### src/rtl/pipe_pkg.sv
// Shared definitions for the in-order core's stage-boundary registers.
//   - Occupancy encodings reported by pipe_stage_reg.
//   - Default payload width.
//   - Packed payload structs, one per stage boundary.
//   - occ_of(): occupancy count from the two slot valid bits.
package pipe_pkg;

  localparam int unsigned DEFAULT_DATA_W = 32;

  localparam logic [1:0] OCC_EMPTY = 2'd0;
  localparam logic [1:0] OCC_ONE   = 2'd1;
  localparam logic [1:0] OCC_FULL  = 2'd2;

  typedef struct packed {
    logic [31:0] pc;
    logic [31:0] instr;
  } if_id_t;

  typedef struct packed {
    logic [31:0] pc;
    logic [31:0] rs1_val;
    logic [31:0] rs2_val;
    logic [31:0] imm;
    logic [4:0]  rd;
    logic        reg_write;
  } id_ex_t;

  typedef struct packed {
    logic [31:0] alu_result;
    logic [31:0] store_data;
    logic [4:0]  rd;
    logic        mem_read;
    logic        mem_write;
    logic        reg_write;
  } ex_mem_t;

  typedef struct packed {
    logic [31:0] mem_data;
    logic [31:0] alu_result;
    logic [4:0]  rd;
    logic        reg_write;
  } mem_wb_t;

  // The skid slot is only ever valid when the main slot is, so a plain sum
  // of the two valid bits is the entry count.
  function automatic logic [1:0] occ_of(input logic main_v, input logic skid_v);
    return {1'b0, main_v} + {1'b0, skid_v};
  endfunction

endpackage

### src/rtl/pipe_slot.sv
// One payload entry: a DATA_W data register plus its valid bit.
//   clk, reset  : clock and asynchronous active-high reset
//   clear       : squash entry and zero its data (highest priority)
//   load        : capture load_data and mark valid
//   drop        : mark invalid, data retained
//   valid, data : current entry contents
module pipe_slot #(
  parameter int unsigned DATA_W = 32
) (
  input  logic              clk,
  input  logic              reset,
  input  logic              clear,
  input  logic              load,
  input  logic              drop,
  input  logic [DATA_W-1:0] load_data,
  output logic              valid,
  output logic [DATA_W-1:0] data
);

  logic              valid_q;
  logic [DATA_W-1:0] data_q;

  always_ff @(posedge clk or posedge reset) begin
    if (reset) begin
      valid_q <= 1'b0;
      data_q  <= '0;
    end else if (clear) begin
      valid_q <= 1'b0;
      data_q  <= '0;
    end else if (load) begin
      valid_q <= 1'b1;
      data_q  <= load_data;
    end else if (drop) begin
      // Data is kept so an unzeroed bubble still shows the last payload.
      valid_q <= 1'b0;
    end
  end

  assign valid = valid_q;
  assign data  = data_q;

endmodule

### src/rtl/pipe_stage_reg.sv
// Valid/ready pipeline stage register placed at each stage boundary.
//   clk, reset          : clock, asynchronous active-high reset
//   flush               : synchronous squash of all held entries
//   in_valid/in_ready   : upstream handshake, in_data payload
//   out_valid/out_ready : downstream handshake, out_data payload
//   occupancy           : entries held (0..2)
// SKID=1 adds a second entry so in_ready can be registered; SKID=0 is a
// single entry with combinational in_ready. ZERO_BUBBLE=1 masks out_data
// to zero whenever out_valid is low.
module pipe_stage_reg
  import pipe_pkg::*;
#(
  parameter int unsigned DATA_W      = DEFAULT_DATA_W,
  parameter bit          SKID        = 1'b1,
  parameter bit          ZERO_BUBBLE = 1'b1
) (
  input  logic              clk,
  input  logic              reset,
  input  logic              flush,
  input  logic              in_valid,
  output logic              in_ready,
  input  logic [DATA_W-1:0] in_data,
  output logic              out_valid,
  input  logic              out_ready,
  output logic [DATA_W-1:0] out_data,
  output logic [1:0]        occupancy
);

  logic              main_valid, skid_valid;
  logic [DATA_W-1:0] main_data, skid_data;
  logic              main_load, main_drop, skid_load, skid_drop;
  logic [DATA_W-1:0] main_load_data;
  logic              in_xfer, out_xfer;

  assign in_xfer  = in_valid & in_ready;
  assign out_xfer = main_valid & out_ready;

  // Slot control; flush is applied inside the slots as clear, which
  // overrides any load/drop decided here.
  always_comb begin
    main_load      = 1'b0;
    main_drop      = 1'b0;
    skid_load      = 1'b0;
    skid_drop      = 1'b0;
    main_load_data = in_data;
    if (skid_valid) begin
      // Full: in_ready is low, only the drain side can move.
      if (out_xfer) begin
        main_load      = 1'b1;
        main_load_data = skid_data;
        skid_drop      = 1'b1;
      end
    end else if (main_valid) begin
      if (in_xfer && out_xfer) begin
        main_load = 1'b1;
      end else if (in_xfer) begin
        skid_load = 1'b1;
      end else if (out_xfer) begin
        main_drop = 1'b1;
      end
    end else if (in_xfer) begin
      main_load = 1'b1;
    end
  end

  pipe_slot #(
    .DATA_W (DATA_W)
  ) u_main (
    .clk       (clk),
    .reset     (reset),
    .clear     (flush),
    .load      (main_load),
    .drop      (main_drop),
    .load_data (main_load_data),
    .valid     (main_valid),
    .data      (main_data)
  );

  if (SKID) begin : g_skid
    logic in_ready_q;
    logic next_full;

    pipe_slot #(
      .DATA_W (DATA_W)
    ) u_skid (
      .clk       (clk),
      .reset     (reset),
      .clear     (flush),
      .load      (skid_load),
      .drop      (skid_drop),
      .load_data (in_data),
      .valid     (skid_valid),
      .data      (skid_data)
    );

    // Full next cycle if it stays full, or fills from one entry.
    assign next_full = skid_valid ? ~out_xfer : (main_valid & in_xfer & ~out_xfer);

    always_ff @(posedge clk or posedge reset) begin
      if (reset) begin
        in_ready_q <= 1'b1;
      end else begin
        in_ready_q <= flush | ~next_full;
      end
    end

    assign in_ready = in_ready_q;
  end else begin : g_no_skid
    assign skid_valid = 1'b0;
    assign skid_data  = '0;
    assign in_ready   = ~main_valid | out_ready;
  end

  assign out_valid = main_valid;
  assign occupancy = occ_of(main_valid, skid_valid);

  if (ZERO_BUBBLE) begin : g_zero_bubble
    assign out_data = main_data & {DATA_W{main_valid}};
  end else begin : g_raw_data
    assign out_data = main_data;
  end

endmodule
### config.mk
export PLATFORM = sky130hd
export DESIGN_NAME = pipe_stage_reg
export DESIGN_NICKNAME = d
export VERILOG_FILES = /design/src/rtl/pipe_pkg.sv /design/src/rtl/pipe_slot.sv /design/src/rtl/pipe_stage_reg.sv
export SDC_FILE = /design/constraint.sdc
export NUM_CORES = 1
export LEC_CHECK = 0
export BUFFER_PORTS_ARGS = -buffer_cell sky130_fd_sc_hd__buf_4
export CAP_MARGIN = 20
export CORE_MARGIN = 4
export CORE_UTILIZATION = 55
export CTS_BUF_LIST = sky130_fd_sc_hd__clkbuf_16
export CTS_CLUSTER_DIAMETER = 120
export DETAILED_ROUTE_END_ITERATION = 10
export PLACE_DENSITY = 0.82
export SLEW_MARGIN = 20
export SYNTH_ARGS = -nofsm -noshare
export SYNTH_HDL_FRONTEND = slang
export SYNTH_SLANG_ARGS = --single-unit
### constraint.sdc
create_clock -name clk -period 3.6 [get_ports clk]
set_input_delay 0.72 -clock clk [delete_from_list [all_inputs] [get_ports clk]]
set_output_delay 0.72 -clock clk [all_outputs]
set_load 0.05 [all_outputs]
---- After elaboration in Yosys (flattened, before gate mapping) ----
Cells that the tools add are included.
storage, ports and cells
  flip-flop bits (word level) ............. 67
  bits of input ports ..................... 37
  output and inout bits ................... 36
  logic and storage cells ................. 45
cells by class
  add/sub/neg operators ................... 1
  multiplexer cells ....................... 26
  bitwise operators ....................... 8
  reduce and logical (&&, ||, !) cells .... 5
operator list
  kind               count
  $mux 32            6
  $and 32x32->32     1
  $mux 1             20
  $reduce_bool 3->1  2
  $and 1x1->1        4
  $reduce_bool 2->1  2
  $add 1x1->2        1
  $not 1->1          2
  $logic_and 1x1->1  1
  $or 1x1->1         1

---- Depth between registers and ports, before layout ----
Gate-level depths: netlist (run 1).
  word-level depth ........................ 9
  mapped depth ............................ 5
  gate-level depth less buffers ........... 3

---- Cells and area by module ----
A second synthesis (run 1) with hierarchy kept.
second synthesis, totals
  cell total of the unflattened synthesis .. 303
  area, all modules ....................... 3583.4 um^2
by module, submodules not included
  module          instances  cells an instance  area each (um^2)  seq. area each (um^2)
  pipe_slot       2          109                1373.8            825.8
  pipe_stage_reg  1          85                 835.8             26.3

---- Worst setup path before layout (run 1) ----
Ideal clock, no wire load.
  kind .................................... flip-flop to output port
  start ................................... register u_main.valid_q (netlist: u_main.valid)
  end ..................................... output port out_data[10]
  data arrival time ....................... 1.520 ns
  data required time ...................... 2.880 ns
  setup slack ............................. 1.360 ns
  cell stages (with the launch flop) ...... 4
  buffers on the path ..................... 2
  path through ............................ dfrtp_1 -> buf_4 -> clkbuf_1 -> and2_1
on the way
  cells in the longest elaborated chain, start to end .. 1
ends and longest elaborated chain
  item                    RTL line               RTL
  from (decl)             pipe_slot.sv:20        logic valid_q;
  from (signal assigned)  pipe_slot.sv:25        valid_q <= 1'b0;
  from (signal assigned)  pipe_slot.sv:28        valid_q <= 1'b0;
  from (signal assigned)  pipe_slot.sv:31        valid_q <= 1'b1;
  $and 32x32->32          pipe_stage_reg.sv:118  assign out_data = main_data & {DATA_W{main_valid}};
  to (decl)               pipe_stage_reg.sv:25   output logic [DATA_W-1:0] out_data,
No other way between the ends.

---- Worst setup path in the final report (run 1) ----
  start ................................... register u_main.valid_q (netlist: u_main.valid)
  end ..................................... output port occupancy[0]
on the way
  cells in the longest elaborated chain, start to end .. 1
ends and longest elaborated chain
  item         RTL line              RTL
  $add 1x1->2  pipe_pkg.sv:47        return {1'b0, main_v} + {1'b0, skid_v};
  to (decl)    pipe_stage_reg.sv:26  output logic [1:0] occupancy
No other way between the ends.

==> flow_summary_export.csv, run 1 <==
group,metric,value,unit
run_status,status,"complete, no violations",
clock_tree,cts.sinks,67,
clock_tree,cts.clk_slew.worst_paths,50,ps
drt,viasPerCell,5.63,
global_route,antenna_found_initial,0,
drt,dr.first_iter.drc_count,145,
drt,drc,0,
layout,areaGrowthSynthToFinish,29.9,%
clock_tree,ctsHoldBuffers,0,
worst_setup_path,endpoint_kind,"output port",
global_route,grt_pass1_wl,10.6,mm
global_route,grt_max_degree,48,
worst_setup_path,crit_path_max_fanout,34,
worst_setup_path,startpoint,"u_main.valid",
clock_tree,clock_latency,320,ps
worst_setup_path,startpoint_type,"flop",
worst_setup_path,cp.buffers_inverters,2,
layout,layout-drive-gt1-share,0.416,
layout,n_fill_cell,363,
die,rows,26,
drt,wl_per_cell,17.1,µm
die,core_area,5200,µm²
worst_setup_path,crit_path_max_incr_delay,470,ps
pwr,ir_drop,0.000262,V
clock_tree,cts_buffer_depth,2,
drt,ant_nets,0,
sta,hold_viol,0,
sta,fin_crit,2330,ps
worst_setup_path,critPathTopFamily,"buffers and inverters",
layout,final_cell_mix,"buf_4, dfrtp_1, a22o_1",
synth,synth.top_cell.area_share,0.549,
synth,synth_top_area_cell,"dfrtp_1",
clock_tree,post_cts_buffers,0,
synth,ys_seq_area_frac,0.558,
drt,vias,2112,
placement,place.port_buffers,72,
sta,whs,471,ps
die,die_h,82.0,µm
pwr,power_density,477,nW/µm²
pwr,power.leakage,1.95,nW
placement,gp_congestion,0.764,
global_route,grt_pass1_vias,2168,
worst_setup_path,worst_path_max_delay_cell,"dfrtp_1",
synth,yosysWarnings,0,
sta,fin_crit_sh,0.648,
clock_tree,cts_buffers,9,
sta,fin_skew,3.63,ps
synth,avgSynthCellArea,13.0,µm²
layout,mostFrequentLayoutCell,"buf_4",
sta,setup_violations,0,
sta,rsz0062_at_grt,"false",
worst_setup_path,r2r-start,"g_skid.u_skid.valid",
die,start_util,0.578,
synth,synth_seq_cells,67,
worst_setup_path,critPathArrivalTime,1610,ps
layout,final_net_count,338,
die,die_area,6720,µm²
global_route,grt_remaining_overflow,0,
clock_tree,cts_tree,"built",
layout,antenna_cells,0,
clock_tree,htree_num_levels,3,
clock_tree,cts.repair.resized,0,
worst_hold_path,hp-class,"input port to async pin",
synth,ys_types,21,
clock_tree,clock-root-buffer,"clkbuf_16",
sta,max_freq,0.428,GHz
synth,synth_cells,231,
sta,maxSlewViolCount,0,
die,io_pins,73,
worst_setup_path,required,2880,ps
die,dieWidth,82.0,µm
worst_setup_path,path_cells,"buf_4, ha_1, buf_4",
worst_setup_path,crit_type,"flop to output port",
sta,tightest_slew,1030,ps
sta,tns,0,ps
synth,synth_area_leaders,"dfrtp_1, a22o_1, mux2_2",
drt,drt-total-wl,6.41,mm
worst_setup_path,cpMostUsedCell,"buf_4",
synth,synthesis.nets,269,
placement,hpwl,4.00,mm
global_route,track_usage,0.207,
sta,relSlewSlack,0.311,
synth,netlist_area,3010,µm²
flow_run,max_cap_violations,0,
drt,drtPass1Iterations,4,
[cell families (layout without fill, tap and decap cells)]
kind of cell	after synthesis	count (layout)	share of synthesized area
AOI/OAI and AO/OA	71	71	0.204
muxes	32	32	0.120
adders and majority gates	1	1	0.00416
buffers and inverters	24	98	0.0349
DFF	67	67	0.558
and+or+nand+nor	36	36	0.0790
[where the power goes]
group / leakage [nW] / switching [W] / internal, W
Sequential: 0.894 / 0.0000262 / 0.000801
Clock: 0.138 / 0.000286 / 0.000450
Combinational: 0.916 / 0.000173 / 0.000129
Total: 1.95 / 0.000485 / 0.00138
[registers in the layout, summed over array words and instances, names as in the netlist]
signal               cells
g_skid.u_skid.data      32
g_skid.u_skid.valid      1
in_ready                 1
u_main.data             32
u_main.valid             1
[metrics by stage]
stage | worst slack [ps] | instances | area [µm²] | util | power, W
2_1_floorplan | 1200 | 231 | 3010 | - | 0.00103
3_5_place_dp | 1100 | 358 | 3620 | 0.696 | 0.00114
3_3_place_gp | 1140 | 358 | 3620 | 0.696 | 0.00113
5_1_grt | 1190 | 375 | 3910 | 0.750 | 0.00195
6_report | 1270 | 375 | 3910 | 0.750 | 0.00187
4_1_cts | 1260 | 374 | 3880 | 0.745 | 0.00187
[area by class of cell]
class	count	area [µm²]	area share
clock buffer	9	225	0.0577
clock inverter	7	28.8	0.00737
inverter	4	15.0	0.00384
multi-input combinational	140	1270	0.324
sequential	67	1680	0.430
tap	70	87.6	0.0224
timing repair buffer	78	606	0.155
[synthesized netlist by cell type, drive strengths merged]
cell type	instances
dfrtp	66
a22o	64
and2	32
mux2	32
buf	10
clkbuf	10
inv	4
a31oi	2
o21ai	2
a211oi	1
a21oi	1
a41oi	1
and2b	1
and4b	1
dfstp	1
ha	1
nand3b	1
nor3b	1
[path summary, 6_finish.rpt]
kind | to | slack, ps | cells past startpoint
setup / recovery | occupancy[0] | 1270 | 3
hold / removal | u_main.data[10] | 470 | 2
setup reg to reg | u_main.data[25] | 1490 | 4
hold reg to reg | u_main.data[12] | 500 | 1
max in group asynchronous | g_skid.u_skid.data[17] | 2300 | 4
min in group clk | u_main.data[12] | 500 | 1
[routing by layer]
| metal | track usage | up-vias | part of all wire | wire (µm) |
|---|---|---|---|---|
| li1 | - | 997 | - | - |
| met5 | 0 | - | 0 | 0 |
| met4 | 0.0748 | 0 | 0.012 | 76 |
| met1 | 0.283 | 1034 | 0.45 | 2890 |
| met3 | 0.0439 | 9 | 0.068 | 437 |
| met2 | 0.327 | 72 | 0.47 | 3010 |
(Power assumes the default switching activity.)
==> run 2: changes to the inputs <==
--- a/config.mk
+++ b/config.mk
@@ -8,11 +8,11 @@
 export BUFFER_PORTS_ARGS = -buffer_cell sky130_fd_sc_hd__buf_4
 export CAP_MARGIN = 20
 export CORE_MARGIN = 4
-export CORE_UTILIZATION = 55
+export CORE_UTILIZATION = 53
 export CTS_BUF_LIST = sky130_fd_sc_hd__clkbuf_16
 export CTS_CLUSTER_DIAMETER = 120
 export DETAILED_ROUTE_END_ITERATION = 10
-export PLACE_DENSITY = 0.82
+export PLACE_DENSITY = 0.79
 export SLEW_MARGIN = 20
 export SYNTH_ARGS = -nofsm -noshare
 export SYNTH_HDL_FRONTEND = slang
==> constraint.sdc (replaced) <==
create_clock -name clk -period 2.2 [get_ports clk]
set_input_delay 0.44 -clock clk [delete_from_list [all_inputs] [get_ports clk]]
set_output_delay 0.44 -clock clk [all_outputs]
set_load 0.05 [all_outputs]
==> run 2 against run 1 <==
Total power up 79%; cell count up 2.1%; first-iteration DRC count shrank 24%; combinational power up 69%; critical path depth unchanged; die area grew 3.4%; routed wire length increased by 6.7%; via count up 3.1%.
==> flow_summary_export.csv, run 2 (synthesis gave the netlist of run 1 again) <==
group,metric,value,unit
placement,gp_congestion,0.752,
die,rows,27,
sta,hold_viol,0,
global_route,antenna_found_initial,0,
die,start_util,0.546,
drt,drc,0,
layout,final_cells,383,
layout,antenna_cells,0,
worst_setup_path,critPathArrivalTime,1410,ps
drt,vias,2178,
pwr,power_switching,0.000823,W
pwr,power.leakage,1.99,nW
global_route,grt_max_degree,33,
pwr,switching_share,0.247,
run_status,status,"complete, no violations",
layout,areaGrowthSynthToFinish,33.0,%
layout,layout-drive-gt1-share,0.434,
drt,viasPerCell,5.69,
pwr,ir_drop,0.000573,V
global_route,grt_pass1_wl,11.6,mm
sta,rsz0062_at_grt,"false",
clock_tree,cts.sinks,67,
clock_tree,cts_buffer_depth,2,
layout,final_net_count,344,
worst_setup_path,path_cells,"buf_4, ha_1, buf_4",
sta,whs,161,ps
pwr,intPower,0.00251,W
sta,tns,0,ps
sta,setup_violations,0,
die,die_area,6940,µm²
die,core_area,5510,µm²
worst_setup_path,crit_path_max_incr_delay,390,ps
placement,dp_cells,367,
sta,fin_crit,1850,ps
worst_setup_path,required,1760,ps
clock_tree,cts.clk_slew.worst_paths,50,ps
pwr,power_density,832,nW/µm²
pwr,p_seq_frac,0.405,
global_route,grt_remaining_overflow,0,
layout,mostFrequentLayoutCell,"buf_4",
sta,relSlewSlack,0.592,
worst_setup_path,endpoint_kind,"output port",
die,io_pins,73,
sta,tightest_slew,610,ps
sta,maxSlewViolCount,0,
worst_setup_path,crit_path_max_fanout,21,
drt,wl_per_cell,17.9,µm
drt,dr.first_iter.drc_count,110,
placement,place.port_buffers,72,
clock_tree,ctsHoldBuffers,0,
worst_setup_path,crit_type,"flop to output port",
placement,hpwl,4.48,mm
clock_tree,cts.repair.resized,0,
worst_setup_path,cpMostUsedCell,"buf_4",
clock_tree,htree_num_levels,3,
clock_tree,clock-root-buffer,"clkbuf_16",
pwr,pwr-share-comb,0.153,
worst_setup_path,critPathTopFamily,"buffers and inverters",
drt,drtPass1Iterations,4,
clock_tree,clock_latency,320,ps
clock_tree,post_cts_buffers,0,
drt,drt-total-wl,6.84,mm
sta,fin_skew,3.65,ps
sta,max_freq,0.541,GHz
worst_setup_path,cp.buffers_inverters,2,
clock_tree,cts_buffers,9,
sta,fin_crit_sh,0.840,
die,die_h,83.3,µm
worst_setup_path,startpoint_type,"flop",
flow_run,max_cap_violations,0,
drt,ant_nets,0,
global_route,track_usage,0.207,
layout,final_cell_mix,"buf_4, dfrtp_1, a22o_1",
clock_tree,cts_tree,"built",
die,dieWidth,83.3,µm
worst_setup_path,worst_path_max_delay_cell,"dfrtp_1",
global_route,grt_pass1_vias,2323,
pwr,p_clk_frac,0.441,
worst_hold_path,hp-class,"input port to async pin",
[run 2: path summary, 6_finish.rpt]
path / startpoint / to / slack (ps) / depth (start not counted)
worst max-delay path: u_main.valid / occupancy[0] / 350 / 3
worst min-delay path: reset / g_skid.u_skid.data[5] / 160 / 2
worst max register to register: in_ready / u_main.data[9] / 400 / 4
worst min register to register: u_main.data[19] / u_main.data[19] / 500 / 1
max in group asynchronous: reset / u_main.data[20] / 1330 / 3
min in group clk: in_data[6] / g_skid.u_skid.data[6] / 350 / 2
[run 2: per-layer routing]
metal  global-route usage  part of all wire  vias up
met1                0.276              0.45     1102
met3               0.0675             0.057        4
met4               0.0565            0.0058        0
li1                     -                 -     1013
met5                    0                 0        -
met2                0.328              0.49       59
[run 2: power by group through the flow]
stage	sequential [W]	combinational [W]	clock, W
final	0.00135	0.000510	0.00147
after global placement	0.00137	0.000505	0
after global routing	0.00136	0.000548	0.00156
after CTS	0.00135	0.000517	0.00149
after floorplan	0.00137	0.000325	0
after detailed placement	0.00137	0.000512	0
[run 2: area by class of cell]
type                    count  area [µm²]
well taps                  72        90.1
fillers                   382        1510
clock inverters             7        83.8
repair buffers             84         643
clock buffers               9         225
multi-input cells         140        1270
flip-flops and latches     67        1680
inverters                   4        15.0
[run 2: stage by stage]
stage | cell area, µm² | utilization | setup slack, ps | power (W)
floorplan | 3010 | - | 78.5 | 0.00169
global placement | 3690 | 0.671 | 389 | 0.00187
detailed placement | 3690 | 0.671 | 352 | 0.00188
CTS | 4000 | 0.727 | 345 | 0.00336
global route | 4000 | 0.727 | 307 | 0.00346
finish | 4000 | 0.727 | 352 | 0.00333
